<file path="config.mk">
export PLATFORM = sky130hd
export DESIGN_NAME = cpu_clk_ctrl
export DESIGN_NICKNAME = d
export VERILOG_FILES = /design/src/rtl/cpu_clk_ctrl.sv
export SDC_FILE = /design/constraint.sdc
export NUM_CORES = 1
export LEC_CHECK = 0
export ABC_AREA = 1
export BUFFER_PORTS_ARGS = -buffer_cell sky130_fd_sc_hd__buf_2
export CORE_ASPECT_RATIO = 0.75
export CORE_MARGIN = 8
export CORE_UTILIZATION = 48
export CTS_CLUSTER_SIZE = 25
export DETAILED_ROUTE_END_ITERATION = 6
export PLACE_DENSITY = 0.76
export SYNTH_ARGS = -nofsm -noshare
export SYNTH_HDL_FRONTEND = slang
export SYNTH_SLANG_ARGS = --single-unit
</file>
<file path="constraint.sdc">
create_clock -name clk -period 1.87 [get_ports clk]
set_clock_uncertainty 0.05 [all_clocks]
set_input_delay 0.0935 -clock clk [delete_from_list [all_inputs] [get_ports clk]]
set_output_delay 0.0935 -clock clk [all_outputs]
set_load 0.05 [all_outputs]
</file>
<file path="src/rtl/cpu_clk_ctrl.sv">
// cpu_clk_ctrl
//   Clock-enable controller for the processor core. Produces a registered,
//   single-cycle enable (cpu_en) for the pipeline registers. It supports four
//   modes: free run, single step, N-step burst and run-to-breakpoint. The raw
//   step button is synchronised and debounced here.
//
// Ports
//   clk          system clock
//   rst          asynchronous, active-low reset
//   clk_step     raw step button (asynchronous to clk)
//   clk_select   mode: 00 run, 01 step, 10 burst, 11 run-to-breakpoint
//   div          one enable every div+1 cycles in run-type states
//   burst_len    number of enables issued per burst
//   pc           current fetch PC from the core
//   bp_addr      breakpoint address
//   bp_en        breakpoint compare enable
//   cpu_en       registered core clock-enable pulse
//   busy         high in RUN, BURST and BPRUN
//   halted       high in HALT (breakpoint hit)
//   cycle_count  number of cpu_en pulses issued, saturating at all-ones
module cpu_clk_ctrl #(
  parameter int DIV_W        = 4,
  parameter int DEBOUNCE_CYC = 16,
  parameter int BURST_W      = 8,
  parameter int PC_W         = 32,
  parameter int CNT_W        = 32
) (
  input  logic               clk,
  input  logic               rst,
  input  logic               clk_step,
  input  logic [1:0]         clk_select,
  input  logic [DIV_W-1:0]   div,
  input  logic [BURST_W-1:0] burst_len,
  input  logic [PC_W-1:0]    pc,
  input  logic [PC_W-1:0]    bp_addr,
  input  logic               bp_en,
  output logic               cpu_en,
  output logic               busy,
  output logic               halted,
  output logic [CNT_W-1:0]   cycle_count
);

  localparam int DEB_W = (DEBOUNCE_CYC > 1) ? $clog2(DEBOUNCE_CYC + 1) : 1;
  localparam logic [DEB_W-1:0] DEB_LAST = DEB_W'(DEBOUNCE_CYC - 1);

  typedef enum logic [2:0] {
    S_IDLE,
    S_RUN,
    S_BURST,
    S_BPRUN,
    S_HALT
  } state_t;

  state_t             state_reg, state_next;
  logic               step_sync1_reg, step_sync2_reg;
  logic [DEB_W-1:0]   deb_cnt_reg;
  logic               deb_level_reg;
  logic               step_evt_reg;
  logic [DIV_W-1:0]   div_cnt_reg;
  logic [BURST_W-1:0] remaining_reg, remaining_next;
  logic [1:0]         mode_q_reg;
  logic               skip_bp_reg, skip_bp_next;
  logic               cpu_en_reg, cpu_en_next;
  logic [CNT_W-1:0]   count_reg;

  logic run_type;
  logic tick;
  logic mode_chg;
  logic bp_hit;

  assign run_type = (state_reg == S_RUN) || (state_reg == S_BURST) || (state_reg == S_BPRUN);
  assign tick     = run_type && (div_cnt_reg == div);
  assign mode_chg = (clk_select != mode_q_reg);
  assign bp_hit   = bp_en && (pc == bp_addr);

  // Step button: two-flop synchroniser, then a debouncer that only accepts a
  // level after it has differed from the accepted level for DEBOUNCE_CYC
  // consecutive cycles. step_evt_reg pulses once on an accepted rising level.
  always_ff @(posedge clk or negedge rst) begin
    if (!rst) begin
      step_sync1_reg <= 1'b0;
      step_sync2_reg <= 1'b0;
      deb_cnt_reg    <= '0;
      deb_level_reg  <= 1'b0;
      step_evt_reg   <= 1'b0;
    end else begin
      step_sync1_reg <= clk_step;
      step_sync2_reg <= step_sync1_reg;
      step_evt_reg   <= 1'b0;
      if (step_sync2_reg != deb_level_reg) begin
        if (deb_cnt_reg == DEB_LAST) begin
          deb_level_reg <= step_sync2_reg;
          deb_cnt_reg   <= '0;
          step_evt_reg  <= step_sync2_reg;
        end else begin
          deb_cnt_reg <= deb_cnt_reg + 1'b1;
        end
      end else begin
        deb_cnt_reg <= '0;
      end
    end
  end

  // Rate divider: restarts from zero on every state change so the first tick
  // always lands div+1 cycles after entering a run-type state.
  always_ff @(posedge clk or negedge rst) begin
    if (!rst) begin
      div_cnt_reg <= '0;
    end else if ((state_next != state_reg) || !run_type || tick) begin
      div_cnt_reg <= '0;
    end else begin
      div_cnt_reg <= div_cnt_reg + 1'b1;
    end
  end

  always_ff @(posedge clk or negedge rst) begin
    if (!rst) begin
      state_reg     <= S_IDLE;
      remaining_reg <= '0;
      mode_q_reg    <= 2'b00;
      skip_bp_reg   <= 1'b0;
      cpu_en_reg    <= 1'b0;
      count_reg     <= '0;
    end else begin
      state_reg     <= state_next;
      remaining_reg <= remaining_next;
      mode_q_reg    <= clk_select;
      skip_bp_reg   <= skip_bp_next;
      cpu_en_reg    <= cpu_en_next;
      // Counts alongside cpu_en so the count already includes a visible pulse.
      if (cpu_en_next && (count_reg != {CNT_W{1'b1}})) begin
        count_reg <= count_reg + 1'b1;
      end
    end
  end

  // A mode change always wins over a tick or step event in the same cycle.
  always_comb begin
    state_next     = state_reg;
    remaining_next = remaining_reg;
    skip_bp_next   = skip_bp_reg;
    cpu_en_next    = 1'b0;
    case (state_reg)
      S_IDLE: begin
        // While clk_select is still settling into mode_q, hold off so the new
        // mode is acted on one cycle later and this cycle's step is dropped.
        if (!mode_chg) begin
          case (clk_select)
            2'b00: state_next = S_RUN;
            2'b01: cpu_en_next = step_evt_reg;
            2'b10: begin
              if (step_evt_reg && (burst_len != '0)) begin
                remaining_next = burst_len;
                state_next     = S_BURST;
              end
            end
            default: begin
              if (step_evt_reg) begin
                skip_bp_next = 1'b0;
                state_next   = S_BPRUN;
              end
            end
          endcase
        end
      end
      S_RUN: begin
        if (mode_chg) begin
          state_next = S_IDLE;
        end else if (tick) begin
          cpu_en_next = 1'b1;
        end
      end
      S_BURST: begin
        if (mode_chg) begin
          remaining_next = '0;
          state_next     = S_IDLE;
        end else if (tick) begin
          cpu_en_next    = 1'b1;
          remaining_next = remaining_reg - 1'b1;
          if (remaining_reg == BURST_W'(1)) begin
            state_next = S_IDLE;
          end
        end
      end
      S_BPRUN: begin
        if (mode_chg) begin
          skip_bp_next = 1'b0;
          state_next   = S_IDLE;
        end else if (tick) begin
          // After a resume the first tick steps past the breakpoint address.
          skip_bp_next = 1'b0;
          if (bp_hit && !skip_bp_reg) begin
            state_next = S_HALT;
          end else begin
            cpu_en_next = 1'b1;
          end
        end
      end
      S_HALT: begin
        if (mode_chg) begin
          state_next = S_IDLE;
        end else if (step_evt_reg) begin
          skip_bp_next = 1'b1;
          state_next   = S_BPRUN;
        end
      end
      default: begin
        remaining_next = '0;
        skip_bp_next   = 1'b0;
        state_next     = S_IDLE;
      end
    endcase
  end

  assign cpu_en      = cpu_en_reg;
  assign busy        = run_type;
  assign halted      = (state_reg == S_HALT);
  assign cycle_count = count_reg;

endmodule

</file>
==> results.py, run 1 <==
metrics = {
    "route": {
        "routed_wl_um": 15600,
        "drc": 0,
        "drt_iter0_markers": 364,
        "vias": 5494,
        "drtPass1Iterations": 4,
        "wl_per_cell_um": 14.26,
        "avgViaCountPerCell": 5.022,
        "ant_nets": 0,
    },
    "pwr": {
        "combPwrFrac_pct": 19.8,
        "powerDensity_mw_per_mm2": 562.3,
        "total_power_mw": 3.799,
        "p_clk_share_pct": 40.9,
        "p_int_mw": 2.617,
        "p_leak_nw": 3.840,
        "peakVddDrop_uv": 379.9,
        "p_seq_share_pct": 39.3,
        "swShare_pct": 31.10,
        "switchingPower_mw": 1.182,
    },
    "placement": {
        "hpwl_um": 11440,
        "place.gp.congestion": 0.9513,
        "placed_cells": 1061,
        "dpl_cell_area_mm2": 0.006081,
        "io_buffer_count": 116,
    },
    "finish": {
        "layout-drive-gt1-share_pct": 30.35,
        "largest_register_ffs": 32,
        "nets": 1044,
        "post-route-cell-area_mm2": 0.006755,
        "stdcell_count": 1094,
        "antenna_cells": 0,
        "area_growth_pct": 43.44,
    },
    "logic_synthesis": {
        "ys_seq_area_share_pct": 31.88,
        "syn-instance-count": 747,
        "syn_avg_cell_area_um2": 6.305,
        "yosysWarnings": 0,
        "ys_ff_latch": 60,
        "synth_cell_types": 34,
        "synth_area_mm2": 0.004710,
        "synth_fp_nets": 834,
    },
    "global_route": {
        "grt_pass1_wl_um": 23380,
        "antenna_found_initial": 0,
        "grt_util_met3_pct": 4.945,
        "grt_usage_pct": 22.09,
        "gr-total-overflow": 0,
        "met1_usage_pct": 31.16,
        "top_usage_layer": "met2",
        "grt_start_max_net_pins": 40,
        "grt_pass1_vias": 4931,
        "met2_usage_pct": 33.52,
    },
    "timing": {
        "fin_ws_ns": -0.1339,
        "rsz0062_at_grt": "true",
        "max_freq_mhz": 499.0,
        "slew_headroom_pct": 61.96,
        "final_max_slew_viol_count": 0,
        "worst_slew_pin_slew_ns": 0.5654,
        "final.period_utilization_pct": 107.2,
        "finalHoldViolations": 0,
        "setup_viol": 36,
        "finalCriticalPeriod_ns": 2.004,
    },
    "critical_path": {
        "cpPeakStageDelay_ns": 0.39,
        "cp.arrival_ns": 2.21,
        "cpMostUsedCell": "inv_2",
        "cp_max_fo": 14,
        "worstPathCellList": "ha_4, inv_4, nor3_4, inv_2, nor2_4, inv_2, nor2_4, inv_2, nor4_4, nand3_4, nand3_4, buf_12, nand2_2, nand2_1",
        "critPathLaunchType": "flop",
        "path_class": "flop to flop",
        "crit_path_top_delay_cell": "dfrtp_2",
        "cp_data_required_time_ns": 2.08,
        "cp-end-kind": "flop",
    },
    "cts": {
        "root_buffer": "clkbuf_16",
        "cts_tree": "yes",
        "numClockSinks": 60,
        "cts.clk_slew.worst_paths_ns": 0.06,
        "clock_latency_ns": 0.33,
        "cts_buffer_depth": 2,
        "htree_levels": 3,
        "cts_made_buffers": 9,
    },
    "min_path": {
        "hold_path.class": "input pin to flop",
    },
    "status": {
        "status": "finished with violations",
        "violations": "setup timing",
    },
    "floorplanning": {
        "initial_utilization_pct": 48.96,
        "ios": 117,
        "fp.dieW_um": 130.4,
        "core_mm2": 0.009619,
        "die_area_mm2": 0.01327,
        "dieHeight_um": 101.8,
        "fp-row-count": 31,
    },
    "run": {
        "cap_violations": 0,
    },
}
## metal layers
layer  up-vias  share of wire (%)
met4         0               0.92
met2       212                 45
li1       2766                  -
met1      2501                 46
met5         -                  0
met3        15                8.6
## metrics by stage
stage          util, %  worst slack (ns)  setup TNS, ns  hold WS (ns)
6_report         70.23           -0.1339         -3.923       0.06567
5_1_grt          70.23           -0.2457         -8.247       0.09440
4_1_cts          67.49           -0.1006         -2.448       0.05750
3_5_place_dp     63.22           -0.1473         -3.896       0.04524
3_3_place_gp     63.22          -0.07430         -1.672       0.04323
2_1_floorplan        -           -0.2308         -7.022       -0.2521
## cell type report
class / count / area, µm²
clock buffers: 9 / 225.2
clock inverters: 7 / 51.30
fillers: 810 / 2864
inverters: 127 / 483.0
multi-input cells: 546 / 2883
flip-flops and latches: 60 / 1509
well taps: 132 / 165.2
repair buffers: 213 / 1439
## final timing paths
| path | startpoint | to | slack (ns) | cells after the start |
|---|---|---|---|---|
| min in group asynchronous | rst | cycle_count[27] | 0.25 | 2 |
| setup / recovery | cycle_count[0] | cycle_count[0] | -0.13 | 14 |
| setup reg to reg | cycle_count[0] | cycle_count[0] | -0.13 | 14 |
| hold reg to reg | step_sync1_reg | step_sync2_reg | 0.30 | 0 |
| max in group asynchronous | rst | state_reg[1] | 0.91 | 3 |
| hold / removal | burst_len[5] | remaining_reg[5] | 0.07 | 3 |
## worst max-delay path, delay by kind of cell, from the launching register on
kind                     cells  cell delay (ns)
adder cells (fa/ha/maj)      1             0.16
buffers and inverters        5             0.39
flip-flops                   1             0.39
AND/OR/NAND/NOR              8             0.94
## cells by family after synthesis
kind of cell	after synthesis	synth area share [%]
compound gates	32	3.932
xor+xnor	48	8.927
fa+ha+maj	5	1.328
buf+inv	141	11.85
flops	60	31.88
simple gates	461	42.08
## timing repair
action,4_1_cts,5_1_grt
gates resized for setup,15,49
endpoints found under the setup margin,37,46
hold buffers,4,0
pin swaps,13,15
setup buffers,4,8
cloned,0,3
endpoints found under the hold margin,24,0
## synth_stat cells
master,count,share of area (%)
ha_1,5,1.3
nor3b_1,2,0.32
nor4_2,1,0.27
nand4_1,47,6.2
nor2_4,1,0.24
nor2_1,87,6.9
nand3_1,17,1.8
inv_2,7,0.56
inv_1,120,9.6
o21ai_1,2,0.21
a21boi_0,1,0.16
and2_1,1,0.13
nand2_1,265,21
nor3_2,1,0.21
a2111oi_0,1,0.19
dfrtp_1,60,32
o41ai_1,1,0.19
xnor2_1,15,2.8
a31oi_1,1,0.13
xor2_1,33,6.1
o22ai_1,6,0.80
a221oi_1,1,0.19
or2_2,4,0.53
nor3_1,22,2.3
buf_2,5,0.53
nor2_2,2,0.27
nor4_1,8,1.1
buf_6,3,0.72
nor4b_1,1,0.19
o21a_1,1,0.16
a21oi_1,9,0.96
o21ai_0,9,0.96
clkbuf_1,6,0.48
nand3_2,2,0.43
## cell usage in the layout, fill, tap and decap left out, types with 2 or more instances in the layout
cell / n
o21ai_0: 7
clkinv_2: 2
nor2_1: 77
xnor2_1: 15
a21oi_1: 8
inv_2: 7
nand3_4: 2
inv_6: 2
ha_1: 4
nand4_1: 47
buf_2: 116
buf_6: 6
nand2_4: 4
nor2_4: 6
nor4_1: 7
dfrtp_2: 6
nand3_2: 2
nor3_1: 20
xor2_1: 33
nand2_1: 246
o22ai_1: 6
nor3_2: 2
nand3_1: 15
o21ai_1: 3
dlygate4sd3_1: 4
clkinvlp_4: 3
buf_4: 80
nor2_2: 7
inv_1: 118
clkbuf_16: 11
dfrtp_1: 54
or2_2: 3
buf_12: 5
nand2_2: 15
## power by group through the flow
stage                     logic [mW]  registers [mW]  clock network, mW
after floorplan                0.445            1.49                  0
after global placement         0.689            1.51                  0
after detailed placement       0.702            1.51                  0
after CTS                      0.718            1.49               1.57
after global routing           0.861            1.51               1.62
final                          0.754            1.49               1.55
Note: power is estimated with default switching activity, not from simulation.
==> inputs of run 2 (changes only) <==
Settings changed: SKIP_CTS_REPAIR_TIMING set to 1.
==> run 2 against run 1 <==
  * The flow still finishes with violations (setup timing)
  * Setup slack lost 0.038 ns
  * Critical path depth unchanged
  * Flip-flop and latch count stayed put
  * Critical path type unchanged
==> results.py, run 2 (same netlist as run 1, synthesis figures left out) <==
metrics = {
    "route": {
        "wl_per_cell_um": 14.03,
        "routed_wl_um": 15370,
        "drtPass1Iterations": 5,
        "drc": 0,
        "ant_nets": 0,
        "vias": 5530,
        "avgViaCountPerCell": 5.050,
        "drt_iter0_markers": 382,
    },
    "min_path": {
        "hp-start": "burst_len[5]",
        "hold_path.class": "input pin to flop",
    },
    "finish": {
        "seq_area_mm2": 0.001509,
        "area_growth_pct": 43.25,
        "antenna_cells": 0,
        "layout-drive-gt1-share_pct": 30.11,
        "fillers": 825,
        "stdcell_count": 1095,
        "post-route-util_pct": 70.14,
        "mostFrequentLayoutCells": "nand2_1, buf_2, inv_1, buf_4, nor2_1",
        "multiInputGateArea_mm2": 0.002885,
        "largest_register_ffs": 32,
        "nets": 1045,
        "final_common_cell": "nand2_1",
    },
    "timing": {
        "slew_headroom_pct": 61.73,
        "rsz0062_at_grt": "true",
        "finalCriticalPeriod_ns": 2.042,
        "finalHoldViolations": 0,
        "setup_tns_ns": -4.279,
        "final.period_utilization_pct": 109.2,
        "worst_slew_pin_slew_ns": 0.5688,
        "fin_ws_ns": -0.1715,
        "max_freq_mhz": 489.8,
        "setup_viol": 36,
        "final_max_slew_viol_count": 0,
    },
    "critical_path": {
        "cp-end-kind": "flop",
        "timing.rr.start": "cycle_count[0]",
        "cp_data_required_time_ns": 2.08,
        "cp.arrival_ns": 2.25,
        "startpoint": "cycle_count[0]",
        "path_class": "flop to flop",
        "critPathLaunchType": "flop",
        "cp_max_fo": 14,
    },
    "floorplanning": {
        "fp-row-count": 31,
        "die_area_mm2": 0.01327,
        "ios": 117,
        "initial_utilization_pct": 48.96,
        "fp.dieW_um": 130.4,
        "dieHeight_um": 101.8,
        "core_mm2": 0.009619,
    },
    "status": {
        "status": "finished with violations",
        "violations": "setup timing",
    },
    "cts": {
        "cts_made_buffers": 9,
        "htree_levels": 3,
        "cts_tree": "yes",
        "numClockSinks": 60,
        "cts.clk_slew.worst_paths_ns": 0.06,
        "clock_latency_ns": 0.33,
        "cts_buffer_depth": 2,
        "root_buffer": "clkbuf_16",
    },
    "placement": {
        "place.gp.congestion": 0.9513,
        "hpwl_um": 11440,
        "pre_cts_ws_ns": -0.1473,
        "placed_cells": 1061,
        "io_buffer_count": 116,
    },
    "run": {
        "cap_violations": 0,
    },
    "pwr": {
        "powerDensity_mw_per_mm2": 562.4,
        "peakVddDrop_uv": 382.1,
        "total_power_mw": 3.794,
        "p_leak_nw": 3.844,
    },
    "global_route": {
        "grt_start_max_net_pins": 40,
        "grt_pass1_vias": 4863,
        "grt_usage_pct": 21.83,
        "grt_pass1_wl_um": 23130,
        "antenna_found_initial": 0,
        "gr-total-overflow": 0,
    },
}
## run 2: cell count changes in the layout (fill, tap and decap cells not counted), sizes merged
cell / previous run / this run
buf: 207 / 209
clkbuf: 11 / 10
clkinvlp: 3 / 2
inv: 128 / 129
## run 2: critical path: stages, from the launching register on
cell and delay [ns]:
dfrtp_2 0.39, ha_4 0.16, inv_4 0.04, nor3_4 0.13, inv_2 0.07, nor2_4 0.09, inv_2 0.06, nor2_4 0.09
inv_2 0.06, nor4_4 0.17, nand3_4 0.17, nand3_4 0.19, buf_12 0.15, nand2_1 0.07, nand2_1 0.07
## run 2: final timing paths
path                                          to  slack (ns)  cells after the start
worst max-delay path              cycle_count[0]       -0.17                     14
worst min-delay path            remaining_reg[5]        0.07                      3
worst max register to register    cycle_count[0]       -0.17                     14
worst min register to register    step_sync2_reg        0.30                      0
max in group asynchronous           state_reg[1]        0.92                      3
min in group asynchronous        cycle_count[27]        0.25                      2
## run 2: power by group
part           switching (mW)  internal, mW  total (mW)
registers              0.0919          1.40        1.49
logic                   0.441         0.316       0.757
clock network           0.642         0.902        1.54
## run 2: metal layers
| metal | vias up | wire length, µm | global-route usage, % |
|---|---|---|---|
| met3 | 15 | 1477 | 4.945 |
| met5 | - | 0 | 0 |
| met4 | 0 | 155 | 5.013 |
| met1 | 2509 | 6931 | 30.82 |
| li1 | 2770 | - | - |
| met2 | 236 | 6801 | 33.16 |
## run 2: layout make-up
type / instances / area share [%]
repair buffers: 214 / 21.18
clock buffers: 9 / 3.338
clock inverters: 7 / 0.7604
multi-input cells: 546 / 42.77
inverters: 127 / 7.140
well taps: 132 / 2.448
flip-flops and latches: 60 / 22.37
## run 2: stage by stage
| stage | cell area, µm² | hold WS (ns) |
|---|---|---|
| after global placement | 6081 | 0.04323 |
| after floorplan | 4768 | -0.2521 |
| final | 6746 | 0.06673 |
| after global routing | 6746 | 0.09440 |
| after CTS | 6357 | -0.3057 |
| after detailed placement | 6081 | 0.04524 |
==> inputs of run 3 (changes only) <==
Settings changed: ABC_AREA 1 to 0, CORE_UTILIZATION 48 to 46, PLACE_DENSITY 0.76 to 0.77.
==> run 3 against run 2 <==
  * The flow still finishes with violations (setup timing)
  * Non-clock buffer count fell by 17
  * Total power fell by 8.3%
  * Sequential share of layout area increased by 5.4 points
  * Global-route usage decreased by 2.8 points
==> results.py, run 3 <==
metrics = {
    "finish": {
        "area_growth_pct": 54.87,
        "layout-drive-gt1-share_pct": 50.70,
        "post-route-util_pct": 74.12,
        "mostFrequentLayoutCells": "buf_2, buf_4, xor2_1, dfrtp_1, nor2_1",
        "fillers": 482,
        "largest_register_ffs": 32,
        "final_common_cell": "buf_2",
        "nets": 656,
        "antenna_cells": 0,
        "stdcell_count": 675,
    },
    "logic_synthesis": {
        "synth-compound-area-share_pct": 7.140,
        "syn-instance-count": 373,
        "syn_avg_cell_area_um2": 9.537,
        "synth_ff_type": "dfrtp_1",
        "synthXorXnorAreaFrac_pct": 16.50,
        "yosys.area.top_type": "dfrtp_1",
        "synth_fp_nets": 460,
        "synth_top_cell_area_share_pct": 42.21,
        "yosys.area_share.simple_pct": 28.42,
        "async_flop_share_pct": 100.0,
        "synth_mux_area_share_pct": 0.9145,
        "ys_ff_latch": 60,
        "yosysWarnings": 0,
        "synth_area_mm2": 0.003557,
        "post_synth_fa_ha_maj_area_fraction_pct": 1.759,
        "ys_top_cells_by_count": "dfrtp_1, xor2_1, nor2_1",
        "synth_top_family_by_area": "simple AND/OR/NAND/NOR gates",
        "yosys-top-cells-area": "dfrtp_1, xor2_1, xnor2_1, nor2_1, nor4_1",
        "synthMostInstantiatedCell": "dfrtp_1",
        "synth_cell_types": 51,
        "synth_edf_count": 0,
        "ys_seq_area_share_pct": 42.21,
    },
    "global_route": {
        "grt_pass1_vias": 3565,
        "grt_pass1_wl_um": 17160,
        "antenna_found_initial": 2,
        "grt_start_max_net_pins": 40,
        "gr-total-overflow": 0,
        "grt_usage_pct": 19.02,
    },
    "timing": {
        "hold_ws_ns": 0.004602,
        "finalHoldViolations": 0,
        "setup_viol": 39,
        "finalCriticalPeriod_ns": 2.198,
        "max_freq_mhz": 454.9,
        "final_max_slew_viol_count": 0,
        "fin_ws_ns": -0.3284,
        "worst_slew_pin_slew_ns": 0.5361,
        "final.period_utilization_pct": 117.6,
        "slew_headroom_pct": 63.93,
        "rsz0062_at_grt": "true",
    },
    "cts": {
        "clock_latency_ns": 0.34,
        "htree_levels": 3,
        "cts.clk_slew.worst_paths_ns": 0.07,
        "root_buffer": "clkbuf_8",
        "cts_tree": "yes",
        "numClockSinks": 60,
        "cts_made_buffers": 9,
        "cts_buffer_depth": 2,
    },
    "route": {
        "dr_wl_met2_um": 5897,
        "ant_nets": 0,
        "drt_iter0_markers": 218,
        "drc": 0,
        "highest_layer": "met5",
        "drtPass1Iterations": 5,
        "routed_wl_um": 11750,
        "avgViaCountPerCell": 5.401,
        "vias": 3646,
        "met3_length_um": 696,
        "wl_met1_um": 4786,
        "wl_per_cell_um": 17.41,
    },
    "floorplanning": {
        "core_mm2": 0.007432,
        "fp-row-count": 27,
        "dieHeight_um": 92.16,
        "ios": 117,
        "initial_utilization_pct": 47.86,
        "die_area_mm2": 0.01083,
        "fp.dieW_um": 117.5,
    },
    "critical_path": {
        "cp_max_fo": 11,
        "worstPathCellList": "xor2_1, nor4b_2, a31oi_1, a31o_2, buf_4, nor4_2, xor2_1",
        "critPathLaunchType": "flop",
        "cp.arrival_ns": 2.39,
        "path_buf_inv": 1,
        "crit_path_top_delay_cell": "dfrtp_1",
        "cpMostUsedCell": "xor2_1",
        "path_class": "flop to flop",
        "cpPeakStageDelay_ns": 0.40,
        "cp_top_family": "simple AND/OR/NAND/NOR gates",
        "cp_data_required_time_ns": 2.06,
        "cp-end-kind": "flop",
    },
    "pwr": {
        "powerDensity_mw_per_mm2": 631.4,
        "peakVddDrop_uv": 431.0,
        "p_leak_nw": 2.719,
        "total_power_mw": 3.478,
    },
    "run": {
        "cap_violations": 0,
    },
    "placement": {
        "io_buffer_count": 116,
        "place.gp.congestion": 0.8943,
        "placed_cells": 651,
        "hpwl_um": 8332,
    },
    "status": {
        "status": "finished with violations",
        "violations": "setup timing",
    },
    "min_path": {
        "hold_path.class": "input pin to flop",
    },
}
-- run 3: area by class of cell --
type | count | area, µm² | area share, %
clock buffers | 12 | 145.1 | 2.635
repair buffers | 197 | 1250 | 22.69
well taps | 101 | 126.4 | 2.294
multi-input cells | 288 | 2337 | 42.43
inverters | 13 | 48.80 | 0.8858
clock inverters | 4 | 72.57 | 1.317
flip-flops and latches | 60 | 1529 | 27.75
-- run 3: layer usage --
layer	vias up	GRT usage, %
met5	-	0
met4	4	4.676
met3	34	5.389
met2	138	31.56
met1	1740	24.05
li1	1730	-
-- run 3: worst paths after layout --
| check | from | to | slack (ns) | cells after the start |
|---|---|---|---|---|
| setup / recovery | mode_q_reg[1] | cycle_count[11] | -0.33 | 7 |
| hold / removal | burst_len[2] | remaining_reg[2] | 0.005 | 3 |
| setup reg to reg | mode_q_reg[1] | cycle_count[11] | -0.33 | 7 |
| hold reg to reg | step_sync1_reg | step_sync2_reg | 0.30 | 0 |
| max in group asynchronous | rst | cycle_count[12] | 0.94 | 3 |
| min in group asynchronous | rst | remaining_reg[2] | 0.21 | 2 |
-- run 3: cell families (layout without fill, tap and decap cells) --
logic type / Yosys count / count (layout)
AOI/OAI and AO/OA: 42 / 42
xor gates and xnor gates: 67 / 67
adders and majority gates: 5 / 5
buffers and inverters: 25 / 226
DFF: 60 / 60
muxes: 3 / 3
and+or+nand+nor: 171 / 171
-- run 3: through the flow --
| step | setup slack, ns | cell area, µm² | TNS, ns |
|---|---|---|---|
| global route | -0.4533 | 5509 | -10.75 |
| floorplan | -0.3331 | 3661 | -7.347 |
| finish | -0.3284 | 5509 | -6.271 |
| detailed placement | -0.2779 | 4885 | -6.665 |
| global placement | -0.1793 | 4885 | -3.843 |
| CTS | -0.3018 | 5102 | -7.379 |
-- run 3: power breakdown --
group / internal [mW] / leakage (nW) / switching (mW)
logic: 0.317 / 1.84 / 0.361
clock network: 0.786 / 0.107 / 0.510
registers: 1.39 / 0.776 / 0.115
total: 2.49 / 2.72 / 0.985
-- run 3: tightest hold or removal path, cell delays in order --
cell and delay [ns]:
buf_2 0.09, a21oi_1 0.06, o21ai_1 0.11
